==> src/rtl/stream_mux_rr.sv <==
// stream_mux_rr: N-to-1 valid/ready stream mux, fixed-select or round-robin.
// Define STREAM_MUX_LOCK_EN for in_last/out_last and packet-locked arbitration.
module stream_mux_rr #(
  parameter int N     = 4,
  parameter int WIDTH = 16,
  parameter int SELW  = 2
) (
  input  logic               clk,
  input  logic               rst_n,
  input  logic               mode,
  input  logic [SELW-1:0]    sel,
  input  logic [N*WIDTH-1:0] in_data,
  input  logic [N-1:0]       in_valid,
  output logic [N-1:0]       in_ready,
`ifdef STREAM_MUX_LOCK_EN
  input  logic [N-1:0]       in_last,
  output logic               out_last,
`endif
  output logic [WIDTH-1:0]   out_data,
  output logic               out_valid,
  input  logic               out_ready,
  output logic [SELW-1:0]    out_chan
);

  if (SELW != $clog2(N) || N < 2 || N > 16) begin : g_param_chk
    $error("stream_mux_rr: need 2<=N<=16 and SELW==clog2(N)");
  end

  logic             out_valid_q, out_valid_d;
  logic [WIDTH-1:0] out_data_q, out_data_d;
  logic [SELW-1:0]  out_chan_q, out_chan_d;
  logic [SELW-1:0]  rr_ptr_q, rr_ptr_d;

  logic             rr_hit;
  logic [SELW-1:0]  rr_idx;
  logic             grant_present;
  logic [SELW-1:0]  grant_idx;
  logic             load_ok;
  logic             xfer;
  logic             is_last;

`ifdef STREAM_MUX_LOCK_EN
  logic             lock_q, lock_d;
  logic [SELW-1:0]  lock_chan_q, lock_chan_d;
  logic             out_last_q, out_last_d;
`endif

  // Highest offset first so the lowest offset from rr_ptr wins.
  always_comb begin : rr_search
    int c;
    c      = 0;
    rr_hit = 1'b0;
    rr_idx = '0;
    for (int k = N - 1; k >= 0; k--) begin
      c = int'(rr_ptr_q) + k;
      if (c >= N) c = c - N;
      if (in_valid[c[SELW-1:0]]) begin
        rr_hit = 1'b1;
        rr_idx = c[SELW-1:0];
      end
    end
  end

  always_comb begin
    grant_present = 1'b0;
    grant_idx     = '0;
    if (!mode) begin
      grant_present = (int'(sel) < N);
      grant_idx     = sel;
    end
`ifdef STREAM_MUX_LOCK_EN
    else if (lock_q) begin
      grant_present = in_valid[lock_chan_q];
      grant_idx     = lock_chan_q;
    end
`endif
    else begin
      grant_present = rr_hit;
      grant_idx     = rr_idx;
    end
  end

  assign load_ok = !out_valid_q || out_ready;

  // Gated by rst_n so no handshake completes while reset is held.
  assign in_ready = (rst_n && grant_present && load_ok)
                  ? (N'(1) << grant_idx) : '0;

  assign xfer = |(in_ready & in_valid);

`ifdef STREAM_MUX_LOCK_EN
  assign is_last = in_last[grant_idx];
`else
  assign is_last = 1'b1;
`endif

  always_comb begin
    out_valid_d = out_valid_q;
    out_data_d  = out_data_q;
    out_chan_d  = out_chan_q;
    rr_ptr_d    = rr_ptr_q;
    if (xfer) begin
      out_valid_d = 1'b1;
      out_data_d  = in_data[int'(grant_idx)*WIDTH +: WIDTH];
      out_chan_d  = grant_idx;
    end else if (out_ready) begin
      out_valid_d = 1'b0;
    end
    if (xfer && mode && is_last) begin
      rr_ptr_d = (int'(grant_idx) == N - 1) ? '0 : grant_idx + 1'b1;
    end
  end

`ifdef STREAM_MUX_LOCK_EN
  always_comb begin
    lock_d      = lock_q;
    lock_chan_d = lock_chan_q;
    out_last_d  = out_last_q;
    if (xfer) out_last_d = is_last;
    if (!mode) begin
      lock_d = 1'b0;
    end else if (xfer) begin
      lock_d      = !is_last;
      lock_chan_d = grant_idx;
    end
  end

  always_ff @(posedge clk or negedge rst_n) begin
    if (!rst_n) begin
      lock_q      <= 1'b0;
      lock_chan_q <= '0;
      out_last_q  <= 1'b0;
    end else begin
      lock_q      <= lock_d;
      lock_chan_q <= lock_chan_d;
      out_last_q  <= out_last_d;
    end
  end

  assign out_last = out_last_q;
`endif

  always_ff @(posedge clk or negedge rst_n) begin
    if (!rst_n) begin
      out_valid_q <= 1'b0;
      out_data_q  <= '0;
      out_chan_q  <= '0;
      rr_ptr_q    <= '0;
    end else begin
      out_valid_q <= out_valid_d;
      out_data_q  <= out_data_d;
      out_chan_q  <= out_chan_d;
      rr_ptr_q    <= rr_ptr_d;
    end
  end

  assign out_valid = out_valid_q;
  assign out_data  = out_data_q;
  assign out_chan  = out_chan_q;

endmodule
==> config.mk <==
export PLATFORM = sky130hd
export DESIGN_NAME = stream_mux_rr
export DESIGN_NICKNAME = d
export VERILOG_FILES = /design/src/rtl/stream_mux_rr.sv
export SDC_FILE = /design/constraint.sdc
export NUM_CORES = 1
export LEC_CHECK = 0
export BUFFER_PORTS_ARGS = -buffer_cell sky130_fd_sc_hd__buf_4
export CORE_MARGIN = 10
export CORE_UTILIZATION = 24
export DETAILED_ROUTE_END_ITERATION = 8
export PLACE_DENSITY = 0.53
export SYNTH_ARGS = -nofsm -noshare
export SYNTH_HDL_FRONTEND = slang
export SYNTH_SLANG_ARGS = --single-unit
==> constraint.sdc <==
create_clock -name clk -period 3 [get_ports clk]
set_clock_uncertainty 0.05 [all_clocks]
set_input_delay 0.6 -clock clk [delete_from_list [all_inputs] [get_ports clk]]
set_output_delay 0.6 -clock clk [all_outputs]
set_load 0.05 [all_outputs]
==> run_results.csv <==
group,metric,value,unit
critical_path,required,2350,ps
synthesis,syn_area,1840,um^2
synthesis,syn_avg_cell_area,9.57,um^2
route,viasPerCell,4.99,
placed_design,io_buffers,96,
clocking,cts_sinks,21,
clocking,cts_tree,"yes",
job,cap_viol_max_count,0,
synthesis,syn_nets,268,
route,drt_pass1_iterations,4,
die,rows,31,
cells_and_area,drive_gt1_share,49.3,%
clocking,root_buffer,"clkbuf_8",
route,drcViolationCount,0,
clocking,path_clk_slew,80,ps
cells_and_area,layout_commonest_cell,"buf_4",
synthesis,ys_seq_area_share,28.6,%
cells_and_area,fin_cells,381,
die,coreArea,7330,um^2
cells_and_area,nets,359,
global_route,grt_pass1_wl,10900,um
synthesis,syn_inst,192,
global_route,overflow,0,
critical_path,start_kind,"register",
global_route,grt_max_degree,34,
timing,max_freq,0.345,GHz
min_path,hp-class,"primary input to asynchronous set/reset pin",
clocking,htree_levels,1,
critical_path,cp.arrival,2250,ps
synthesis,yosysWarnings,0,
die,die_w,108,um
placed_design,dp_hpwl,5480,um
cells_and_area,layout_common_cells,"buf_4 (105), and2_1 (32), a221oi_1 (26)",
synthesis,async_reset_ff_share,100,%
global_route,grt_pass1_vias,2068,
timing,slew_headroom,69.2,%
timing,rsz0062_at_grt,"no",
route,wirelength,7050,um
pwr,power.density,819,nW/um^2
route,detail_route.wl_per_cell,18.5,um
clocking,clock_latency,260,ps
placed_design,globalplace.congestion,0.791,
synthesis,synth_edf_count,0,
global_route,antenna_found_initial,0,
synthesis,synth_ff_type,"dfrtp_1",
die,die_area,11600,um^2
timing,timing_hold_violations_final,0,
pwr,finalPower,2.20,mW
route,detail-route-antenna-nets,0,
clocking,clock_path_buffers,2,
die,die_h,108,um
timing,setup_viol,0,
pwr,p_leak,1.19,nW
pwr,vdd_drop_max,221,uV
clocking,cts_buffers,3,
timing,drv_slew,0,
cells_and_area,area_growth,46.2,%
synthesis,synth-seq-cells,21,
route,vias,1900,
critical_path,cp_max_fo,9,
timing,fin_crit_sh,96.6,%
placed_design,dpl.cell_count,377,
global_route,globalRouteTotalUtil,11.7,%
die,start_util,25.1,%
outcome,outcome,"completed",
route,drt_iter0_drc,57,
die,io_pins,97,
critical_path,end_kind,"primary output",
cells_and_area,diodes,0,
timing,period_minus_slack,2900,ps
synthesis,synth_cell_types,42,
timing,max_slew.worst_pin.slew,463,ps
critical_path,critPathKind,"register to primary output",
## repair_timing
action                                  in CTS  in global routing
pin swaps                                    0                  0
hold buffers                                 0                  0
resized for setup                            1                  2
buffers inserted                             0                  0
endpoints found under the setup margin       2                  4
## state kept, by name, summed over array words and instances (netlist names)
register,flops
out_chan,2
out_data,16
out_valid,1
rr_ptr_q,2
## final timing paths
path	startpoint	endpoint	slack (ps)	cells after the start
hold / removal	rst_n	out_data[10]	180	1
setup reg to reg	rr_ptr_q[1]	out_data[5]	310	11
setup / recovery	rr_ptr_q[1]	in_ready[0]	100	8
max in group asynchronous	rst_n	rr_ptr_q[1]	2460	1
min in group clk	out_data[9]	out_data[9]	460	2
hold reg to reg	out_data[9]	out_data[9]	460	2
## cell usage after synthesis (2+ instances only)
master     n  area share (%)
and2_1    34              12
a221oi_1  26              12
dfrtp_1   21              29
nand3_1   17             4.6
o31ai_1   16             6.5
buf_6      7             4.3
a221oi_2   6             4.9
buf_2      5             1.4
clkbuf_1   5             1.0
nand2_1    5             1.0
nor2b_1    4             1.4
nor3_1     4             1.1
o21ai_0    3            0.82
or3_1      3             1.0
a21boi_0   2            0.82
a21boi_1   2            0.82
clkbuf_2   2            0.54
ha_1       2             1.4
inv_1      2            0.41
mux2_4     2             1.6
nor2_1     2            0.41
o211ai_1   2            0.82
## worst max-delay path, stage by stage, from the launching register on
cell and delay [ps]:
dfrtp_2 470, nand2b_4 170, a21oi_2 170, nor3_2 80, or3_1 480, inv_8 120
ha_1 170, and2_2 140, buf_4 190
## layer usage
layer	up-vias	track usage, %	wire, um
met2	67	18.9	3280
met3	2	4.49	644
met5	-	0	0
met1	907	14.6	3100
li1	924	-	-
met4	0	2.00	19
## final cells by class
cell class	instances	area [um^2]
clock inverter	1	5.00
clock buffer	3	41.3
fill	768	4640
tap	99	124
timing repair buffer	106	808
sequential	21	527
inverter	4	22.5
multi-input combinational	147	1160
## through the flow
step                      setup WS (ps)  TNS, ps  hold slack (ps)  util (%)  cell area (um^2)
after floorplan                   -12.8    -25.5              254         -              1850
after global placement             94.8        0              435      35.9              2630
after detailed placement           78.4        0              445      35.9              2630
after CTS                          40.7        0              186      36.6              2690
after global routing               15.7        0              185      36.6              2690
final                               101        0              180      36.6              2690
## logic make-up (layout without fill, tap and decap cells)
family | after synthesis | count (layout) | synth area share (%)
flip-flops | 21 | 21 | 28.6
AO/OA/AOI/OAI | 65 | 65 | 33.2
AND/OR/NAND/NOR | 76 | 76 | 24.5
multiplexers | 4 | 4 | 2.79
adder cells (fa/ha/maj) | 2 | 2 | 1.36
buffers and inverters | 24 | 114 | 9.53
## report_power, final
part	leakage, nW	internal, mW	switching, mW
logic	0.909	0.529	0.961
clock network	0.0255	0.0925	0.0963
registers	0.257	0.420	0.0996
(Power assumes the default switching activity.)
